**src/rtl/k580vi53_bus_sched.sv**
```systemverilog
// Bus owner for the k580vi53 timer: CPU pass-through plus an atomic CW/LSB/MSB programming sequencer.
// Optional boot-time channel initialisation is enabled by defining PIT_BOOT_INIT_EN.
module k580vi53_bus_sched #(
  parameter logic [7:0]  INIT_CW0  = 8'h36,
  parameter logic [7:0]  INIT_CW1  = 8'h76,
  parameter logic [7:0]  INIT_CW2  = 8'hB6,
  parameter logic [15:0] INIT_CNT0 = 16'h0000,
  parameter logic [15:0] INIT_CNT1 = 16'h0000,
  parameter logic [15:0] INIT_CNT2 = 16'h0000
) (
  input  logic        clk,
  input  logic        reset,
  input  logic [1:0]  cpu_addr,
  input  logic        cpu_rd,
  input  logic        cpu_wr,
  input  logic [7:0]  cpu_wdata,
  output logic [7:0]  cpu_rdata,
  output logic        cpu_wait,
  input  logic        req_valid,
  input  logic [1:0]  req_ch,
  input  logic [2:0]  req_mode,
  input  logic [15:0] req_count,
  output logic        req_ready,
  output logic        seq_done,
  output logic        boot_busy,
  output logic [1:0]  pit_addr,
  output logic        pit_rd,
  output logic        pit_we_n,
  output logic [7:0]  pit_idata,
  input  logic [7:0]  pit_odata
);

  typedef enum logic [1:0] {BOOT, IDLE, WR_LO, WR_HI} state_t;

`ifdef PIT_BOOT_INIT_EN
  localparam state_t RST_STATE = BOOT;
`else
  localparam state_t RST_STATE = IDLE;
`endif

  state_t      state, state_nxt;
  logic [4:0]  boot_cnt, boot_cnt_nxt;
  logic [1:0]  wr_idx, wr_idx_nxt;
  logic        done_r, done_nxt;
  logic        strobe_prev;
  logic        cpu_strobe;
  logic        accept;
  logic [1:0]  ch_r;
  logic [2:0]  mode_r;
  logic [15:0] cnt_r;

  // Boot write n (0..8): three writes per channel, control word then LSB then MSB.
  function automatic logic [9:0] boot_write(input logic [3:0] n);
    case (n)
      4'd0:    return {2'd3, INIT_CW0};
      4'd1:    return {2'd0, INIT_CNT0[7:0]};
      4'd2:    return {2'd0, INIT_CNT0[15:8]};
      4'd3:    return {2'd3, INIT_CW1};
      4'd4:    return {2'd1, INIT_CNT1[7:0]};
      4'd5:    return {2'd1, INIT_CNT1[15:8]};
      4'd6:    return {2'd3, INIT_CW2};
      4'd7:    return {2'd2, INIT_CNT2[7:0]};
      default: return {2'd2, INIT_CNT2[15:8]};
    endcase
  endfunction

  function automatic logic [9:0] seq_write(input logic [1:0] idx);
    case (idx)
      2'd0:    return {2'd3, ch_r, 2'b11, mode_r, 1'b0};
      2'd1:    return {ch_r, cnt_r[7:0]};
      default: return {ch_r, cnt_r[15:8]};
    endcase
  endfunction

  assign cpu_strobe = cpu_rd | cpu_wr;
  assign cpu_rdata  = pit_odata;
  assign accept     = req_valid & req_ready;
  assign seq_done   = done_r & ~reset;

`ifdef PIT_BOOT_INIT_EN
  assign boot_busy = (state == BOOT) & ~reset;
`else
  assign boot_busy = 1'b0;
`endif

  always_ff @(posedge clk) begin
    if (reset) begin
      state       <= RST_STATE;
      boot_cnt    <= 5'd0;
      wr_idx      <= 2'd0;
      done_r      <= 1'b0;
      strobe_prev <= 1'b0;
    end else begin
      state       <= state_nxt;
      boot_cnt    <= boot_cnt_nxt;
      wr_idx      <= wr_idx_nxt;
      done_r      <= done_nxt;
      strobe_prev <= cpu_strobe;
    end
  end

  // Request fields are data only; they are qualified by the state machine.
  always_ff @(posedge clk) begin
    if (accept) begin
      ch_r   <= req_ch;
      mode_r <= req_mode;
      cnt_r  <= req_count;
    end
  end

  always_comb begin
    state_nxt    = state;
    boot_cnt_nxt = boot_cnt;
    wr_idx_nxt   = wr_idx;
    done_nxt     = 1'b0;
    pit_addr     = 2'd0;
    pit_rd       = 1'b0;
    pit_we_n     = 1'b1;
    pit_idata    = 8'd0;
    cpu_wait     = 1'b0;
    req_ready    = 1'b0;
    if (!reset) begin
      case (state)
        BOOT: begin
          {pit_addr, pit_idata} = boot_write(boot_cnt[4:1]);
          pit_we_n = boot_cnt[0];
          cpu_wait = cpu_strobe;
          if (boot_cnt == 5'd17) begin
            boot_cnt_nxt = 5'd0;
            state_nxt    = IDLE;
          end else begin
            boot_cnt_nxt = boot_cnt + 5'd1;
          end
        end
        IDLE: begin
          pit_addr  = cpu_addr;
          pit_rd    = cpu_rd;
          pit_we_n  = ~cpu_wr;
          pit_idata = cpu_wdata;
          // A quiet previous cycle guarantees the timer has seen we_n high before our first write.
          req_ready = ~cpu_strobe & ~strobe_prev;
          if (req_valid && req_ready) begin
            if (req_ch == 2'd3) begin
              done_nxt = 1'b1;
            end else begin
              wr_idx_nxt = 2'd0;
              state_nxt  = WR_LO;
            end
          end
        end
        WR_LO: begin
          {pit_addr, pit_idata} = seq_write(wr_idx);
          pit_we_n  = 1'b0;
          cpu_wait  = cpu_strobe;
          state_nxt = WR_HI;
        end
        default: begin
          {pit_addr, pit_idata} = seq_write(wr_idx);
          cpu_wait = cpu_strobe;
          if (wr_idx == 2'd2) begin
            done_nxt  = 1'b1;
            state_nxt = IDLE;
          end else begin
            wr_idx_nxt = wr_idx + 2'd1;
            state_nxt  = WR_LO;
          end
        end
      endcase
    end
  end

endmodule

```
**config.mk**
```make
export PLATFORM = sky130hd
export DESIGN_NAME = k580vi53_bus_sched
export DESIGN_NICKNAME = d
export VERILOG_FILES = /design/src/rtl/k580vi53_bus_sched.sv
export SDC_FILE = /design/constraint.sdc
export NUM_CORES = 1
export LEC_CHECK = 0
export BUFFER_PORTS_ARGS = -buffer_cell sky130_fd_sc_hd__buf_2
export CORE_ASPECT_RATIO = 1.25
export CORE_MARGIN = 8
export CORE_UTILIZATION = 49
export CTS_CLUSTER_DIAMETER = 80
export DETAILED_ROUTE_END_ITERATION = 16
export GPL_ROUTABILITY_DRIVEN = 1
export PLACE_DENSITY = 0.79
export SETUP_SLACK_MARGIN = 0.5
export SLEW_MARGIN = 10
export SYNTH_ARGS = -nofsm -noshare
export SYNTH_HDL_FRONTEND = slang
export SYNTH_SLANG_ARGS = --single-unit
```
**constraint.sdc**
```tcl
create_clock -name clk -period 2.3 [get_ports clk]
set_clock_uncertainty 0.1 [all_clocks]
set_input_delay 0.115 -clock clk [delete_from_list [all_inputs] [get_ports clk]]
set_output_delay 0.115 -clock clk [all_outputs]
set_load 0.05 [all_outputs]
```
### After elaboration in Yosys (flattened, before gate mapping)

Memories as Yosys holds them, arrays and structs flattened. A register that Yosys moved wholly into a read port is not among the register bits.
Cells that the tools add are included.

| cells by class | value |
|---|---|
| bitwise operators | 9 |
| add/sub/neg operators | 2 |
| eq/ne operators | 10 |
| reductions and logical operators | 6 |
| multiplexer cells | 30 |

Operators by type and width:

| kind | number |
|---|---|
| 10-bit one-hot mux with 2 select lines | 1 |
| 2-bit two-way mux | 8 |
| 8-bit one-hot mux with 2 select lines | 1 |
| 1-bit two-way mux | 10 |
| 10-bit two-way mux | 1 |
| 8-bit two-way mux | 1 |
| 2-bit one-hot mux with 2 select lines | 2 |
| 2-bit == test (second input constant) | 3 |
| 3-bit two-way mux | 2 |
| 2-bit != test (second input constant) | 3 |
| 2-bit one-hot mux with 3 select lines | 1 |
| 5-bit by 1-bit adder with 5-bit output (second input constant) | 1 |
| 5-bit == test (second input constant) | 1 |
| 5-bit two-way mux | 1 |
| 1-bit NOT | 5 |
| 2-bit by 1-bit == test with 1-bit output (second input constant) | 2 |
| 2-bit logical NOT | 2 |
| 4-bit AND reduction | 1 |
| 1-bit AND | 3 |
| 1-bit one-hot mux with 3 select lines | 1 |
| 3-bit AND reduction | 1 |
| 2-bit by 1-bit adder with 2-bit output (second input constant) | 1 |
| 2-bit by 1-bit != test with 1-bit output (second input constant) | 1 |
| 1-bit one-hot mux with 2 select lines | 1 |
| other kinds (3) | 3 |

| storage, ports and cells | value |
|---|---|
| memory bits (read-only) | 64 |
| word-level logic and storage cells | 66 |
| bits in registers | 32 |
| memories | 1 |

Memory list:

| name | words | bits a word | rd ports | clocked after memory_dff | write ports | RTL line | RTL |
|---|---|---|---|---|---|---|---|
| (name not given) | 8 | 8 | 1 | 1 | 0 | 54 | `case (n)` |

### Longest topological paths before layout

| logic depth | value |
|---|---|
| word-level depth | 6 |
| depth in mapped cells | 9 |
| mapped depth without buffers | 9 |

### Worst setup path before layout

No wires, ideal clock.

| timing | value |
|---|---|
| path type | flip-flop to flip-flop |
| from | register state[1] |
| to | register ch_r[0] (enable) |
| data arrival time | 2.424 ns |
| period minus slack after synthesis | 2.904 ns |
| cell stages (with the launch flop) | 6 |
| required time | 1.820 ns |
| slack | -0.604 ns |
| path buffers | 0 |
| cells stage by stage | dfxtp_1 > inv_1 > ha_1 > nand2b_1 > nor4_2 > and2_1 |

| on the way | value |
|---|---|
| word-level cells in the longest chain between the ends | 4 |

Ends and longest elaborated chain:

| element | RTL line | RTL |
|---|---|---|
| start: declaration | 41 | `state_t state, state_nxt;` |
| start signal: assignment | 94 | `state <= state_nxt;` |
| 2-bit by 1-bit == test with 1-bit output | 123 | `case (state)` |
| 1-bit two-way mux | 123 |  |
| 1-bit two-way mux | 122 | `if (!reset) begin` |
| net req_ready | 23 | `output logic req_ready,` |
| 1-bit AND | 77 | `assign accept = req_valid & req_ready;` |
| net accept | 47 | `logic accept;` |
| end signal: assignment | 105 | `ch_r <= req_ch;` |
| end: declaration | 48 | `logic [1:0] ch_r;` |

The timed path passes the listed nets, and every way through them passes these cells.
A chain may end at the register's enable or synchronous reset.

### Worst setup path in the final report

| timing | value |
|---|---|
| from | register wr_idx[0] |
| to | output pit_idata[1] |

| on the way | value |
|---|---|
| word-level cells in the longest chain between the ends | 4 |
| elaborated cells on any way between the ends | 5 |
| those cells by class | eq/ne: 1; mux: 3; reduce/logical: 1 |

Ends and longest elaborated chain:

| element | RTL line | RTL |
|---|---|---|
| start: declaration | 43 | `logic [1:0] wr_idx, wr_idx_nxt;` |
| start signal: assignment | 96 | `wr_idx <= wr_idx_nxt;` |
| 2-bit by 1-bit == test with 1-bit output / 2-bit logical NOT (equally long branches) | 68 | `case (idx)` |
| 10-bit one-hot mux with 2 select lines * | 68 |  |
| 8-bit one-hot mux with 2 select lines * | 123 |  |
| 8-bit two-way mux * | 122 |  |
| end: declaration | 29 | `output logic [7:0] pit_idata,` |

Every way passes the cells marked *; elsewhere a longest branch is shown, timed or not.

==> flow_metrics.env <==
export IMPL_status="finished clean"
export IMPL_synth_edf_count=21
export IMPL_met3_usage_pct=7.35
export IMPL_synth_ff_latch_count=37
export IMPL_synth_area_um2=1920
export IMPL_worst_slack_ps=311
export IMPL_htreeDepth=2
export IMPL_layout_drive_gt1_share_pct=57.3
export IMPL_drc=0
export IMPL_synth_top_cell_area_share_pct=32.9
export IMPL_leakage_nw=1.32
export IMPL_yosysMostFrequentCell="edfxtp_1"
export IMPL_met1_usage_pct=18.1
export IMPL_seqCellArea_um2=966
export IMPL_ys_seq_area_share_pct=49.5
export IMPL_clkSlewWorstSetupHoldPaths_ps=70
export IMPL_critPathMostFrequentCell="buf_6"
export IMPL_crit_type="flip-flop to output port"
export IMPL_grt_ovfl_total=0
export IMPL_grt_use_met2_pct=33.0
export IMPL_initial_core_util_pct=50.7
export IMPL_synth_area_leaders="edfxtp_1, dfxtp_1, ha_1, buf_4, nand2_1"
export IMPL_yosysTopAreaCell="edfxtp_1"
export IMPL_critPathMaxStageDelay_ps=390
export IMPL_wl_per_cell_um=18.7
export IMPL_period_minus_slack_ps=1990
export IMPL_p_per_area_nw_per_um2=1220
export IMPL_worstMarginPinSlew_ps=663
export IMPL_rsz0062_at_grt="true"
export IMPL_r2r_cells=9
export IMPL_max_freq_mhz=503
export IMPL_pre_cts_ws_ps=202
export IMPL_min_path_type="input pin to flip-flop"
export IMPL_drtPass1Iterations=4
export IMPL_setup_violations=0
export IMPL_grtUsageTotal_pct=18.7
export IMPL_critPathLaunchType="flip-flop"
export IMPL_drt_initial_drc_count=108
export IMPL_clock_sinks=37
export IMPL_grt_pass1_vias=1835
export IMPL_postSynthCellCount=177
export IMPL_min_from="cpu_rd"
export IMPL_num_antenna_cells=0
export IMPL_ant_nets=0
export IMPL_synth_common_cells="edfxtp_1, dfxtp_1, nand2_1"
export IMPL_drv_slew=0
export IMPL_yosysUniqueCellTypes=49
export IMPL_reg2reg_slack_ps=410
export IMPL_multi_input_area_um2=1230
export IMPL_cts_tree="built"
export IMPL_fin_nets=336
export IMPL_whs_endpoint="strobe_prev"
export IMPL_dieHeight_um=86.0
export IMPL_r2r_start="state[0]"
export IMPL_rows=25
export IMPL_avgSynthCellArea_um2=10.8
export IMPL_routed_via_density=5.30
export IMPL_crit_chain="inv_4 -> ha_4 -> buf_6 -> a22o_1 -> a21oi_2 -> nand2b_4 -> a31oi_4 -> buf_6"
export IMPL_min_period_over_period_pct=86.5
export IMPL_portBuffers=50
export IMPL_synth_nets=232
export IMPL_dp_hpwl_mm=3.23
export IMPL_fill_cells=176
export IMPL_hold_viol_final=0
export IMPL_vdd_drop_max_uv=587
export IMPL_cpMaxStageDelayCell="dfxtp_4"
export IMPL_required_ps=2090
export IMPL_routed_wl_mm=6.25
export IMPL_fin_setup_tns_ps=0
export IMPL_core_um2=3780
export IMPL_die_x_um=72.0
export IMPL_die_area_um2=6190
export IMPL_worstSkewPairLatency_ps=290
export IMPL_worstPathMaxFanout=8
export IMPL_num_vias=1775
export IMPL_worst_setup_path_end_kind="output port"
export IMPL_grt_pass1_wl_mm=8.85
export IMPL_cts_buffers_inserted=5
export IMPL_busiest_layer="met2"
export IMPL_ys_async_sr_fraction_pct=0
export IMPL_antenna_found_initial=0
export IMPL_ys_flop_type="edfxtp_1"
export IMPL_grt_max_degree=23
export IMPL_place_congestion=0.768
export IMPL_num_io_pins=68
export IMPL_maxSlewHeadroom_pct=55.8
export IMPL_crit_arrival_ps=1770
export IMPL_holdPathStages=3
export IMPL_clk_path_buf_depth=2
export IMPL_ys_warn_count=0
export IMPL_maxCapViolCount=0
export IMPL_synthToLayoutAreaGrowth_pct=69.4
export IMPL_root_buffer="clkbuf_8"
-- worst max-delay path: cells and delay by family, from the launching register on --
family	cells	cell delay [ps]
AOI/OAI and AO/OA	3	420
adders and majority gates	1	170
buffers and inverters	3	340
DFF	1	390
and+or+nand+nor	1	150
-- metrics by stage --
stage          hold slack [ps]  std cells  util (%)  area (um^2)  power (mW)
4_1_cts                   40.2        324      81.4         3080        3.65
3_5_place_dp               130        269      61.2         2320        2.41
3_3_place_gp               130        269      61.2         2320        2.40
2_1_floorplan              112        177         -         2070        2.14
5_1_grt                    130        335      85.9         3250        4.12
6_report                   101        335      85.9         3250        3.95
-- placed cells by master (no fill, tap or decap), types with 5 or more instances in the layout --
| cell | netlist | layout |
|---|---|---|
| a31oi_4 | 0 | 5 |
| dlygate4sd3_1 | 0 | 22 |
| clkbuf_8 | 0 | 5 |
| nand2_1 | 15 | 13 |
| dfxtp_1 | 16 | 10 |
| a22o_1 | 5 | 5 |
| edfxtp_1 | 21 | 21 |
| nor2_1 | 11 | 7 |
| buf_4 | 9 | 28 |
| ha_1 | 11 | 5 |
| buf_6 | 1 | 21 |
| buf_2 | 3 | 36 |
| ha_4 | 0 | 5 |
-- cell families after synthesis --
group                    share of synthesized area (%)
buffers and inverters                             6.65
XOR/XNOR                                         0.456
adder cells (fa/ha/maj)                           7.17
AND/OR/NAND/NOR                                   16.0
flip-flops                                        49.5
AO/OA/AOI/OAI                                     17.1
multiplexers                                      2.80
other                                            0.195
-- final cells by class --
cell class,instances,share of cell area (%)
Multi-Input combinational cell,121,37.7
Sequential cell,37,29.7
Timing Repair Buffer,110,27.1
Clock buffer,6,2.23
Tap cell,54,2.08
Inverter,6,1.00
Clock inverter,1,0.115
-- how the worst max path moves through the flow --
stage	start	end	slack, ps	cells past startpoint
2_1_floorplan	state[1]	ch_r[0]	180	5
3_3_place_gp	state[0]	pit_addr[1]	260	6
3_5_place_dp	state[0]	flip-flop	200	8
4_1_cts	wr_idx[1]	pit_idata[2]	350	8
5_1_grt	wr_idx[1]	pit_idata[1]	250	8
6_report	wr_idx[0]	pit_idata[1]	310	8
-- routing by layer --
metal  routed length, um  part of all wire [%]
met1                2330                    37
met2                3320                    53
met3                 426                   6.8
met4                 174                   2.8
met5                   0                     0
-- repair_timing --
item | 4_1_cts | 5_1_grt
hold buffers | 22 | 0
gates resized for setup | 80 | 24
setup buffers | 26 | 8
setup endpoints to repair | 38 | 41
pin swaps | 26 | 23
cloned | 0 | 3
hold endpoints to repair | 22 | 0
-- where the power goes --
group          internal, mW  leakage [nW]  switching (mW)
Clock                 0.204        0.0387           0.220
Combinational          1.26         0.954            1.43
Sequential            0.772         0.323          0.0654
Total                  2.24          1.32            1.72
(Power assumes the default switching activity.)
